===== src/rtl/rr_arb2_defs.vh =====
// Shared encodings and defaults for the two-way round-robin arbiter.
// Pulled in by the RTL package and by the bench so both agree on state codes.
// Guarded so that multiple inclusion within one compilation unit is harmless.
`ifndef RR_ARB2_DEFS_VH
`define RR_ARB2_DEFS_VH

`define RR_ST_IDLE      2'b00
`define RR_ST_GNT0      2'b01
`define RR_ST_GNT1      2'b10
`define RR_HOLD_MAX_DEF 8

`endif


===== src/rtl/rr_arb2_bh_pkg.sv =====
// Types and helpers shared by the round-robin arbiter and its hold counter.
// Latency: n/a (declarations only).
// Backpressure: n/a.
package rr_arb2_bh_pkg;

`include "rr_arb2_defs.vh"

  // State codes double as the grant vector, so gnt_out is a plain decode.
  typedef enum logic [1:0] {
    ST_IDLE = `RR_ST_IDLE,
    ST_GNT0 = `RR_ST_GNT0,
    ST_GNT1 = `RR_ST_GNT1
  } state_t;

  localparam int HOLD_MAX_DEF = `RR_HOLD_MAX_DEF;

  // Map a requester index to its grant state.
  function automatic state_t gnt_state(input logic idx);
    return idx ? ST_GNT1 : ST_GNT0;
  endfunction

endpackage


===== src/rtl/rr_arb2_bh_hold_cnt.sv =====
// Counts consecutive cycles the current grant has been held.
// Latency: clr/en take effect on the next rising edge; clr wins over en.
// Backpressure: none; saturation is the caller's job (it drops en).
module hold_cnt
  import rr_arb2_bh_pkg::*;
#(
  parameter int CNT_W = 8
) (
  input  logic             clk_i,
  input  logic             rst_i,
  input  logic             clr,
  input  logic             en,
  output logic [CNT_W-1:0] cnt
);

  logic [CNT_W-1:0] cnt_q;
  logic [CNT_W-1:0] cnt_d;

  // Next count: clear on grant entry, otherwise step when enabled.
  always_comb begin
    cnt_d = cnt_q;
    if (clr) begin
      cnt_d = '0;
    end else if (en) begin
      cnt_d = cnt_q + 1'b1;
    end
  end

  // Counter register, asynchronously cleared by active-low reset.
  always_ff @(posedge clk_i or negedge rst_i) begin
    if (!rst_i) begin
      cnt_q <= '0;
    end else begin
      cnt_q <= cnt_d;
    end
  end

  assign cnt = cnt_q;

endmodule


===== src/rtl/rr_arb2_bh.sv =====
// Two-requester round-robin arbiter with a maximum hold time per grant.
// Latency: request sampled at an edge is granted right after that edge.
// Backpressure: a holder is force-revoked after HOLD_MAX cycles (tmo_out pulse).
module rr_arb2_bh
  import rr_arb2_bh_pkg::*;
#(
  parameter int HOLD_MAX = HOLD_MAX_DEF,
  parameter int CNT_W    = 8
) (
  input  logic       clk_i,
  input  logic       rst_i,
  input  logic [1:0] req_i,
  output logic [1:0] gnt_out,
  output logic       busy_out,
  output logic       tmo_out,
  output logic       owner_out
);

  // Count value seen during the last permitted cycle of a grant.
  localparam logic [CNT_W-1:0] CNT_LAST = CNT_W'(HOLD_MAX - 1);

  state_t           state_q;
  state_t           state_d;
  logic             ptr_q;
  logic             ptr_d;
  logic             owner_q;
  logic             owner_d;
  logic             tmo_q;
  logic             tmo_d;
  logic             cur;
  logic             expired;
  logic [CNT_W-1:0] cnt;
  logic             cnt_clr;
  logic             cnt_en;

  assign expired = (cnt == CNT_LAST);

  // Next-state, fairness pointer, owner and timeout-pulse computation.
  always_comb begin
    state_d = state_q;
    ptr_d   = ptr_q;
    owner_d = owner_q;
    tmo_d   = 1'b0;
    cur     = (state_q == ST_GNT1);
    case (state_q)
      ST_IDLE: begin
        if (req_i == 2'b11) begin
          state_d = gnt_state(ptr_q);
        end else if (req_i[0]) begin
          state_d = ST_GNT0;
        end else if (req_i[1]) begin
          state_d = ST_GNT1;
        end
      end
      ST_GNT0, ST_GNT1: begin
        // A dropped request is always a normal release, even if the hold
        // budget runs out on the same edge; only a still-held request
        // at expiry counts as a forced release.
        if (!req_i[cur] || expired) begin
          state_d = req_i[~cur] ? gnt_state(~cur) : ST_IDLE;
          ptr_d   = ~cur;
          tmo_d   = req_i[cur];
        end
      end
      default: begin
        state_d = ST_IDLE;
      end
    endcase
    if ((state_d != ST_IDLE) && (state_d != state_q)) begin
      owner_d = (state_d == ST_GNT1);
    end
  end

  // Restart the hold count on any grant entry (including handoff), and
  // park it at the last value rather than wrapping.
  assign cnt_clr = (state_d != state_q) || (state_d == ST_IDLE);
  assign cnt_en  = !cnt_clr && !expired;

  hold_cnt #(
    .CNT_W (CNT_W)
  ) u_hold_cnt (
    .clk_i (clk_i),
    .rst_i (rst_i),
    .clr   (cnt_clr),
    .en    (cnt_en),
    .cnt   (cnt)
  );

  // Arbiter state register; reset drops the grant without a clock edge.
  always_ff @(posedge clk_i or negedge rst_i) begin
    if (!rst_i) begin
      state_q <= ST_IDLE;
      ptr_q   <= 1'b0;
      owner_q <= 1'b0;
      tmo_q   <= 1'b0;
    end else begin
      state_q <= state_d;
      ptr_q   <= ptr_d;
      owner_q <= owner_d;
      tmo_q   <= tmo_d;
    end
  end

  // Outputs are straight decodes of registers; the illegal code 2'b11
  // decodes to no grant while it recovers to IDLE.
  assign gnt_out   = {state_q == ST_GNT1, state_q == ST_GNT0};
  assign busy_out  = (state_q == ST_GNT0) || (state_q == ST_GNT1);
  assign tmo_out   = tmo_q;
  assign owner_out = owner_q;

endmodule


===== config.mk =====
export PLATFORM = sky130hd
export DESIGN_NAME = rr_arb2_bh
export DESIGN_NICKNAME = d
export VERILOG_FILES = /design/src/rtl/rr_arb2_bh_pkg.sv /design/src/rtl/rr_arb2_bh_hold_cnt.sv /design/src/rtl/rr_arb2_bh.sv
export VERILOG_INCLUDE_DIRS = /design/src /design/src/rtl
export SDC_FILE = /design/constraint.sdc
export NUM_CORES = 1
export LEC_CHECK = 0
export ABC_AREA = 0
export BUFFER_PORTS_ARGS = -buffer_cell sky130_fd_sc_hd__buf_2
export CORE_MARGIN = 2
export CORE_UTILIZATION = 35
export DETAILED_ROUTE_END_ITERATION = 6
export GPL_TIMING_DRIVEN = 0
export HOLD_SLACK_MARGIN = 0.06
export SLEW_MARGIN = 10
export SYNTH_ARGS = -nofsm -noshare
export SYNTH_HDL_FRONTEND = slang
export SYNTH_SLANG_ARGS = --single-unit

===== constraint.sdc =====
create_clock -name clk_i -period 2.9 [get_ports clk_i]
set_clock_uncertainty 0.1 [all_clocks]
set_input_delay 0.87 -clock clk_i [delete_from_list [all_inputs] [get_ports clk_i]]
set_output_delay 0.87 -clock clk_i [all_outputs]
set_load 0.02 [all_outputs]

==> results of run 1 <==
-- final timing paths --
| path | start | to | cells past startpoint |
|---|---|---|---|
| worst max-delay path | state_q[0]$_DFF_PN0_ | u_hold_cnt.cnt[5]$_DFFE_PN0P_ | 7 |
| worst min-delay path | rst_i | u_hold_cnt.cnt[5]$_DFFE_PN0P_ | 1 |
| worst max register to register | state_q[0]$_DFF_PN0_ | u_hold_cnt.cnt[5]$_DFFE_PN0P_ | 7 |
| worst min register to register | ptr_q$_DFFE_PN0P_ | ptr_q$_DFFE_PN0P_ | 2 |
| max in group asynchronous | rst_i | u_hold_cnt.cnt[1]$_DFFE_PN0P_ | 1 |
| min in group clk_i | ptr_q$_DFFE_PN0P_ | ptr_q$_DFFE_PN0P_ | 2 |
-- cell usage in the layout (no fill, tap or decap), types with 2 or more instances in the layout --
cell and count:
dfrtp_1 13, nor3_1 8, buf_2 8, nand3_1 7
ha_1 6, inv_1 5, nor2_1 5, xor2_1 4
o21ai_0 3, nand2_1 3, clkbuf_4 3, mux2i_1 2
nor2b_1 2, o31a_1 2, a21oi_1 2, o211ai_1 2
and3_1 2, xnor2_1 2
-- per-layer routing --
| layer | part of all wire (%) | vias up |
|---|---|---|
| met5 | 0 | - |
| met4 | 1.8 | 0 |
| met3 | 3.3 | 5 |
| met2 | 48 | 9 |
| met1 | 47 | 345 |
| li1 | - | 356 |
-- where the power goes --
group	internal [W]	switching (W)	leakage (nW)	total, W
sequential	0.000220	0.0000512	0.174	0.000271
combinational	0.000195	0.000295	0.247	0.000489
clock	0.0000535	0.0000593	0.0150	0.000113
total	0.000468	0.000405	0.435	0.000874
-- flip-flops by register name (all words and copies together), names as in the netlist --
name / count
u_hold_cnt.cnt: 8
state_q: 2
ptr_q: 1
tmo_out: 1
owner_out: 1
-- critical path, cell delays in order (launching register included) --
cell	delay (ns)
dfrtp_1	0.46
inv_1	0.22
ha_1	0.26
mux2_2	0.37
nand3b_1	0.13
nand4_1	0.11
a21oi_1	0.54
nor3_1	0.15
-- per-stage QoR --
stage / power, W / hold WS (ns) / cells
finish: 0.000874 / 0.362 / 131
global route: 0.000958 / 0.362 / 131
CTS: 0.000880 / 0.367 / 131
detailed placement: 0.000764 / 0.446 / 127
global placement: 0.000757 / 0.437 / 127
floorplan: 0.000650 / 0.394 / 89
-- kinds of logic after synthesis --
kind of cell,after synthesis,share of synthesized area [%]
muxes,3,3.56
DFF,13,37.0
xor gates and xnor gates,6,5.98
and+or+nand+nor,36,25.8
buffers and inverters,6,2.99
adders and majority gates,6,8.55
AOI/OAI and AO/OA,19,16.1
-- layout make-up --
| class | instances | area [µm²] |
|---|---|---|
| multi-input combinational | 70 | 527 |
| clock buffer | 4 | 26.3 |
| sequential | 13 | 325 |
| tap | 30 | 37.5 |
| buffer | 1 | 7.51 |
| inverter | 5 | 18.8 |
| fill | 255 | 1450 |
| timing repair buffer | 8 | 40.0 |
==> flow_summary_export.csv, run 1 <==
group,metric,value,unit
worst_setup_path,critical_path_class,"reg -> reg",
synth,avgSynthCellArea,9.87,µm²
clock_tree,cts_buffers,3,
worst_setup_path,start_kind,"flop",
layout,num-nets-final,112,
route,antenna_left,0,
global_route,grt_pass1_vias,685,
worst_setup_path,arrival,2.53,ns
floorplan,dieArea,2930,µm²
clock_tree,insertion_delay,0.28,ns
synth,ys_warn_count,0,
synth,synth_area,878,µm²
layout,drive_gt1_share,19.8,%
layout,antennaDiodeCount,0,
synth,synth_commonest_cells,"dfrtp_1, nor3_1, nand3_1, ha_1",
synth,syn_inst,89,
floorplan,die_h,54.1,µm
route,wire_per_inst,13.4,µm
clock_tree,cts_tree,"built",
synth,synthArstFlopShare,100,%
timing,worstMarginPinSlew,0.645,ns
global_route,grt_start_max_net_pins,14,
synth,ys.flop_type,"dfrtp_1",
synth,yosys_register_bits,13,
timing,slew_violations,0,
pwr,p_leak,0.435,nW
floorplan,initial_core_util,36.1,%
placed_design,place_area,956,µm²
hold_path,min_path_type,"in -> async",
global_route,grtUsageMet1,21.1,%
route,drt_pass1_iterations,4,
floorplan,core,2430,µm²
worst_setup_path,worstPathMaxFanout,8,
clock_tree,clkSinkCount,13,
placed_design,place.gp.congestion,0.754,
layout,utilization,40.4,%
timing,rsz0062_at_grt,"no",
clock_tree,cts-root-buf,"clkbuf_4",
synth,seq_area_frac_synth,37.0,%
clock_tree,htreeDepth,1,
worst_setup_path,reg2reg_slack,0.40,ns
timing,hold_viol,0,
timing,fin_crit_sh,86.1,%
pwr,ir_drop,0.000457,V
timing,layout_setup_ws,0.403,ns
synth,synth_top_area_share,37.0,%
synth,synth_fp_nets,99,
route,viasPerCell,5.46,
worst_setup_path,end_kind,"flop",
clock_tree,holdBufCountCts,0,
floorplan,pin_count,9,
clock_tree,path_clk_slew,0.08,ns
status,status,"completed",
placed_design,dp_hpwl,1300,µm
layout,design_area,982,µm²
clock_tree,cts_resized,0,
synth,synth.largest_area_cell,"dfrtp_1",
synth,synth_edf_count,0,
timing,finalSetupViolCount,0,
layout,area_growth,11.8,%
timing,slew_headroom,57.0,%
floorplan,rows,18,
synth,ys_types,37,
floorplan,fp.dieW,54.1,µm
global_route,antenna_found_initial,0,
synth,synthTopCellsByArea,"dfrtp_1, ha_1, nor3_1, nand3_1, xor2_1",
global_route,gr-usage-all-layers,16.0,%
global_route,grt_pass1_wl,3190,µm
global_route,grtUsageMet3,5.83,%
timing,fin_tns_setup,0,ns
global_route,busiest_layer,"met2",
placed_design,preCtsSetupSlack,0.433,ns
global_route,grt_overflow,0,
timing,fmax,400,MHz
timing,min_period,2.50,ns
placed_design,port_buffers,8,
route,post-route-drc-count,0,
global_route,grt_use_met2,23.8,%
route,drtIter0Drc,8,
worst_setup_path,worstPathRequired,2.93,ns
pwr,power_per_cell_area,889,nW/µm²
run,maxCapViolCount,0,
route,vias,715,
synth,yosysMostFrequentCell,"dfrtp_1",
clock_tree,post_cts_buffers,0,
route,totalWireLength,1760,µm
clock_tree,cts_buffer_depth,2,
(Power assumes the default switching activity.)
==> run 2, diff against run 1 <==
--- a/config.mk
+++ b/config.mk
@@ -16,4 +16,5 @@
 export SLEW_MARGIN = 10
 export SYNTH_ARGS = -nofsm -noshare
 export SYNTH_HDL_FRONTEND = slang
+export SYNTH_HIERARCHICAL = 1
 export SYNTH_SLANG_ARGS = --single-unit
==> run 2 against run 1 <==
Net effect:
- critical path depth is 3 higher
- non-clock buffer count is 21 higher
- routed wire length is 21% higher
- sequential power is 6% lower
- area after synthesis is 5.1% higher
- synthesized cell count is 5.6% higher
- final area is 30% higher
- global-route usage is 3.3 points lower
- core utilization is 11 points higher
- register-to-register slack worse by 0.31 ns
- critical path type is now in -> reg
- largest cell class unchanged
- largest power group unchanged
==> flow_summary_export.csv, run 2 <==
group,metric,value,unit
timing,fin_tns_setup,0,ns
worst_setup_path,reg2reg_slack,0.09,ns
worst_setup_path,arrival,2.96,ns
pwr,p_int,0.000662,W
layout,area_growth,37.8,%
synth,synth_area,923,µm²
floorplan,dieArea,3070,µm²
synth,ys_types,33,
clock_tree,clkSinkCount,13,
placed_design,port_buffers,8,
timing,layout_setup_ws,0.0536,ns
timing,fin_crit_sh,98.2,%
clock_tree,cts_tree,"built",
synth,synth_top_area_share,35.2,%
clock_tree,cts_buffers,3,
hold_path,min_path_type,"in -> async",
synth,seq_area_frac_synth,35.2,%
floorplan,initial_core_util,36.9,%
status,status,"completed",
layout,fillerInstances,212,
pwr,p_sw_share,42.8,%
synth,synth.largest_area_cell,"dfrtp_1",
global_route,grt_pass1_wl,3190,µm
timing,fmax,351,MHz
pwr,switchingPower,0.000496,W
route,vias,856,
route,post-route-drc-count,0,
route,viasPerCell,5.52,
clock_tree,path_clk_slew,0.07,ns
worst_setup_path,end_kind,"flop",
run,maxCapViolCount,0,
layout,antennaDiodeCount,0,
synth,synthTopCellsByArea,"dfrtp_1, ha_1, mux2_2, a21oi_1, mux2i_1",
synth,synth_commonest_cells,"dfrtp_1, nor2_1, a21oi_1, ha_1, inv_1",
timing,min_period,2.85,ns
global_route,antenna_found_initial,0,
synth,yosys_register_bits,13,
route,antenna_left,0,
layout,num-nets-final,136,
pwr,ir_drop,0.000515,V
floorplan,die_h,55.4,µm
timing,worstMarginPinSlew,0.635,ns
global_route,grt_pass1_vias,742,
worst_setup_path,reg2reg_to,"u_hold_cnt/cnt[5]$_DFFE_PN0P_",
global_route,grt_overflow,0,
clock_tree,cts_buffer_depth,2,
timing,slew_violations,0,
floorplan,fp.dieW,55.4,µm
clock_tree,htreeDepth,1,
worst_setup_path,r2r-start,"u_hold_cnt/cnt[4]$_DFFE_PN0P_",
floorplan,pin_count,9,
synth,yosysMostFrequentCell,"dfrtp_1",
synth,synth_fp_nets,104,
timing,holdWs,0.367,ns
floorplan,rows,18,
synth,ys_warn_count,6,
clock_tree,cts-root-buf,"clkbuf_4",
synth,synthArstFlopShare,100,%
layout,drive_gt1_share,44.0,%
worst_setup_path,rr_worst_depth,9,
synth,ys.flop_type,"dfrtp_1",
route,wire_per_inst,13.7,µm
pwr,comb_power_share,68.4,%
route,drt_pass1_iterations,4,
worst_setup_path,start_kind,"input port",
timing,hold_viol,0,
layout,largest_register_ff_count,8,
layout,layout_common_cells,"buf_4, dfrtp_1, nor2_1, buf_2, a21oi_1",
timing,slew_headroom,57.3,%
synth,avgSynthCellArea,9.82,µm²
pwr,power_per_cell_area,909,nW/µm²
placed_design,dp_hpwl,1290,µm
worst_setup_path,worstPathMaxFanout,6,
placed_design,preCtsSetupSlack,-0.331,ns
pwr,p_clk_share,9.5,%
pwr,seq_power_share,22.1,%
route,drtIter0Drc,10,
worst_setup_path,critical_path_class,"in -> reg",
layout,final_common_cell,"buf_4",
floorplan,core,2500,µm²
worst_setup_path,worstPathRequired,3.01,ns
global_route,gr-usage-all-layers,12.7,%
pwr,p_leak,0.534,nW
clock_tree,insertion_delay,0.28,ns
global_route,grt_start_max_net_pins,14,
route,totalWireLength,2130,µm
timing,finalSetupViolCount,0,
synth,synth_edf_count,0,
synth,syn_inst,94,
clock_tree,holdBufCountCts,0,
placed_design,place.gp.congestion,0.778,
[run 2: changes by cell type in the layout (fill, tap and decap cells not counted), moves of 3 or more]
cell,change
nor2_1,+3
o2111ai_1,+3
ha_1,-3
nor3_1,-8
a21oi_1,+3
ha_4,+3
nand3_1,-3
buf_4,+20
[run 2: routing by layer]
metal	share of wire, %	wire, µm	track usage (%)
met3	3.9	82	4.68
met1	46	986	15.4
met2	49	1040	21.3
met5	0	0	0
met4	1.0	22	3.14
[run 2: what timing repair did]
item	in CTS	in global routing
pin swaps	2	11
setup buffers	5	14
setup endpoints to repair	4	4
resized for setup	11	13
[run 2: cell type report]
class	instances	area, µm²	area share [%]
buffer	3	26.3	2.06
clock buffer	4	26.3	2.06
inverter	5	23.8	1.87
multi-input combinational	73	648	50.9
sequential	13	328	25.8
tap	30	37.5	2.95
timing repair buffer	27	183	14.4
[run 2: how the worst max path moves through the flow]
stage	to	cells past startpoint	start
final	u_hold_cnt/cnt[5]$_DFFE_PN0P_	10	req_i[0]
after global routing	u_hold_cnt/cnt[5]$_DFFE_PN0P_	10	req_i[0]
after CTS	u_hold_cnt/cnt[7]$_DFFE_PN0P_	11	state_q[0]$_DFF_PN0_
after detailed placement	u_hold_cnt/cnt[7]$_DFFE_PN0P_	10	req_i[1]
after global placement	u_hold_cnt/cnt[7]$_DFFE_PN0P_	10	req_i[1]
after floorplan	u_hold_cnt/cnt[5]$_DFFE_PN0P_	9	req_i[0]
[run 2: power groups by stage]
| stage | Sequential (W) | Combinational (W) | Clock (W) |
|---|---|---|---|
| finish | 0.000256 | 0.000792 | 0.000110 |
| global route | 0.000262 | 0.000851 | 0.000125 |
| CTS | 0.000250 | 0.000593 | 0.000117 |
| detailed placement | 0.000259 | 0.000505 | 0 |
| global placement | 0.000259 | 0.000498 | 0 |
| floorplan | 0.000258 | 0.000394 | 0 |
[run 2: cells by family after synthesis]
family | after synthesis | share of synthesized area [%]
buffers and inverters | 8 | 4.47
muxes | 7 | 8.13
DFF | 13 | 35.2
adders and majority gates | 6 | 8.13
xor gates and xnor gates | 4 | 3.79
and+or+nand+nor | 28 | 16.3
AOI/OAI and AO/OA | 28 | 24.0
[run 2: through the flow]
step,instances,instance area (µm²),util [%],total power [W]
4_1_cts,141,1100,43.9,0.000959
3_3_place_gp,132,1000,40.1,0.000757
6_report,155,1270,50.9,0.00116
3_5_place_dp,132,1000,40.1,0.000764
5_1_grt,155,1270,50.9,0.00124
2_1_floorplan,94,925,-,0.000652
[run 2: critical path: stages]
cell and delay, ns:
buf_2 0.13, a21bo_2 0.22, a22oi_1 0.13, a2111oi_2 0.42
o311ai_2 0.17, a21oi_1 0.17, buf_4 0.15, o2111ai_4 0.16
or3_4 0.42, a21oi_2 0.13
==> run 3, diff against run 2 <==
--- a/config.mk
+++ b/config.mk
@@ -9,7 +9,7 @@
 export ABC_AREA = 0
 export BUFFER_PORTS_ARGS = -buffer_cell sky130_fd_sc_hd__buf_2
 export CORE_MARGIN = 2
-export CORE_UTILIZATION = 35
+export CORE_UTILIZATION = 40
 export DETAILED_ROUTE_END_ITERATION = 6
 export GPL_TIMING_DRIVEN = 0
 export HOLD_SLACK_MARGIN = 0.06
==> constraint.sdc (replaced) <==
create_clock -name clk_i -period 3.5 [get_ports clk_i]
set_clock_uncertainty 0.1 [all_clocks]
set_input_delay 1.05 -clock clk_i [delete_from_list [all_inputs] [get_ports clk_i]]
set_output_delay 1.05 -clock clk_i [all_outputs]
set_load 0.02 [all_outputs]
==> run 3 against run 2 <==
Net effect:
- sequential share of layout area rose by 6.0 points
- sequential cell count did not move
- highest routed layer is now met3
- via count down 14%
- register-to-register slack better by 0.27 ns
- count of clock-buffer cells in the layout did not move
- hold slack gained 0.089 ns
- largest cell class unchanged
- clock power fell by 15%
- die area fell by 12%
- final area shrank 19%
- sequential power fell by 17%
- global-route usage is 2.7 points higher
- final cell count shrank 14%
==> flow_summary_export.csv, run 3 (synthesis results as in run 2) <==
group,metric,value,unit
status,status,"completed",
layout,utilization,46.8,%
layout,ff_latch_area,325,µm²
worst_setup_path,critical_path_class,"reg -> reg",
layout,drive_gt1_share,20.8,%
pwr,p_leak,0.431,nW
clock_tree,insertion_delay,0.28,ns
timing,slew_headroom,71.6,%
global_route,grt_start_max_net_pins,14,
timing,rsz0062_at_grt,"no",
worst_setup_path,path_common_cell,"a21oi_1",
clock_tree,holdBufCountCts,0,
placed_design,place.gp.congestion,0.819,
global_route,gr-usage-all-layers,15.4,%
route,vias,733,
worst_setup_path,slowest_delay,0.48,ns
timing,min_period,3.14,ns
timing,slew_violations,0,
layout,area_growth,11.0,%
worst_setup_path,worstPathMaxFanout,9,
route,wire_per_inst,13.2,µm
floorplan,fp.dieW,52.0,µm
clock_tree,cts_resized,0,
route,wl_met1,885,µm
layout,multi_input_area,557,µm²
clock_tree,path_clk_slew,0.08,ns
timing,fin_tns_setup,0,ns
timing,fin_crit_sh,89.7,%
global_route,grt_overflow,0,
layout,largest_register_ff_count,8,
clock_tree,post_cts_buffers,0,
route,met3_length,44,µm
clock_tree,cts_tree,"built",
route,drt_pass1_iterations,4,
floorplan,pin_count,9,
global_route,grt_pass1_vias,725,
floorplan,initial_core_util,42.1,%
layout,antennaDiodeCount,0,
clock_tree,cts_buffer_depth,2,
layout,layout_common_cells,"dfrtp_1, nor2_1, buf_2",
timing,worstMarginPinSlew,0.422,ns
clock_tree,cts_buffers,3,
worst_setup_path,start_kind,"flop",
route,totalWireLength,1770,µm
timing,hold_viol,0,
layout,num-nets-final,117,
worst_setup_path,end_kind,"flop",
hold_path,min_path_type,"reg -> reg",
clock_tree,cts-root-buf,"clkbuf_4",
run,maxCapViolCount,0,
clock_tree,htreeDepth,1,
pwr,power_per_cell_area,703,nW/µm²
global_route,grt_pass1_wl,3160,µm
timing,fmax,319,MHz
route,drtIter0Drc,20,
route,antenna_left,0,
worst_setup_path,cp_cell_sequence,"inv_1, ha_1, mux2_2, and3_1, a2111oi_0, nand3_1, a21oi_1, buf_4, o2111ai_4, or3_1, a21oi_1",
worst_setup_path,arrival,3.25,ns
worst_setup_path,cp.buffers_inverters,2,
worst_setup_path,worstPathRequired,3.61,ns
worst_setup_path,cp_top_family,"compound AO/OA/AOI/OAI gates",
timing,finalSetupViolCount,0,
route,top_layer,"met3",
layout,final_common_cell,"dfrtp_1",
floorplan,dieArea,2710,µm²
route,post-route-drc-count,0,
global_route,antenna_found_initial,0,
layout,fillerInstances,225,
floorplan,core,2190,µm²
route,wl_met2,835,µm
route,viasPerCell,5.47,
pwr,ir_drop,0.000464,V
worst_setup_path,slowest_stage,"dfrtp_1",
worst_setup_path,reg2reg_slack,0.36,ns
floorplan,die_h,52.0,µm
placed_design,dp_hpwl,1350,µm
floorplan,rows,17,
clock_tree,clkSinkCount,13,
placed_design,port_buffers,8,
## run 3: metrics by stage
stage                     hold slack, ns  setup WS [ns]  cells  total power [W]  cell area (µm²)
after detailed placement           0.435          0.117    130         0.000628              998
final                              0.456          0.361    134         0.000721             1020
after global routing               0.498         0.0296    134         0.000787             1020
after CTS                          0.457          0.359    134         0.000725             1020
after global placement             0.440          0.112    130         0.000624              998
after floorplan                    0.403          0.415     94         0.000538              923
## run 3: power breakdown
group          switching (W)  internal [W]
combinational       0.000239      0.000176
clock              0.0000488     0.0000442
sequential         0.0000386      0.000174
total               0.000326      0.000395
## run 3: final cells by class
cell class	count	share of cell area, %
clock buffer	4	2.56
sequential	13	31.7
tap	28	3.42
buffer	3	2.20
inverter	5	1.83
multi-input combinational	73	54.3
timing repair buffer	8	3.91
## run 3: path summary, 6_finish.rpt
| kind | start | to | cells past startpoint |
|---|---|---|---|
| worst max-delay path | state_q[0]$_DFF_PN0_ | u_hold_cnt/cnt[7]$_DFFE_PN0P_ | 11 |
| worst min-delay path | ptr_q$_DFFE_PN0P_ | ptr_q$_DFFE_PN0P_ | 1 |
| worst max register to register | state_q[0]$_DFF_PN0_ | u_hold_cnt/cnt[7]$_DFFE_PN0P_ | 11 |
| worst min register to register | ptr_q$_DFFE_PN0P_ | ptr_q$_DFFE_PN0P_ | 1 |
| max in group asynchronous | rst_i | state_q[1]$_DFF_PN0_ | 1 |
| min in group asynchronous | rst_i | u_hold_cnt/cnt[3]$_DFFE_PN0P_ | 1 |
## run 3: layer usage
metal  vias up  track usage, %
li1        379               -
met4         0            2.63
met5         -               0
met2         9            25.1
met3         0            4.31
met1       345            20.6
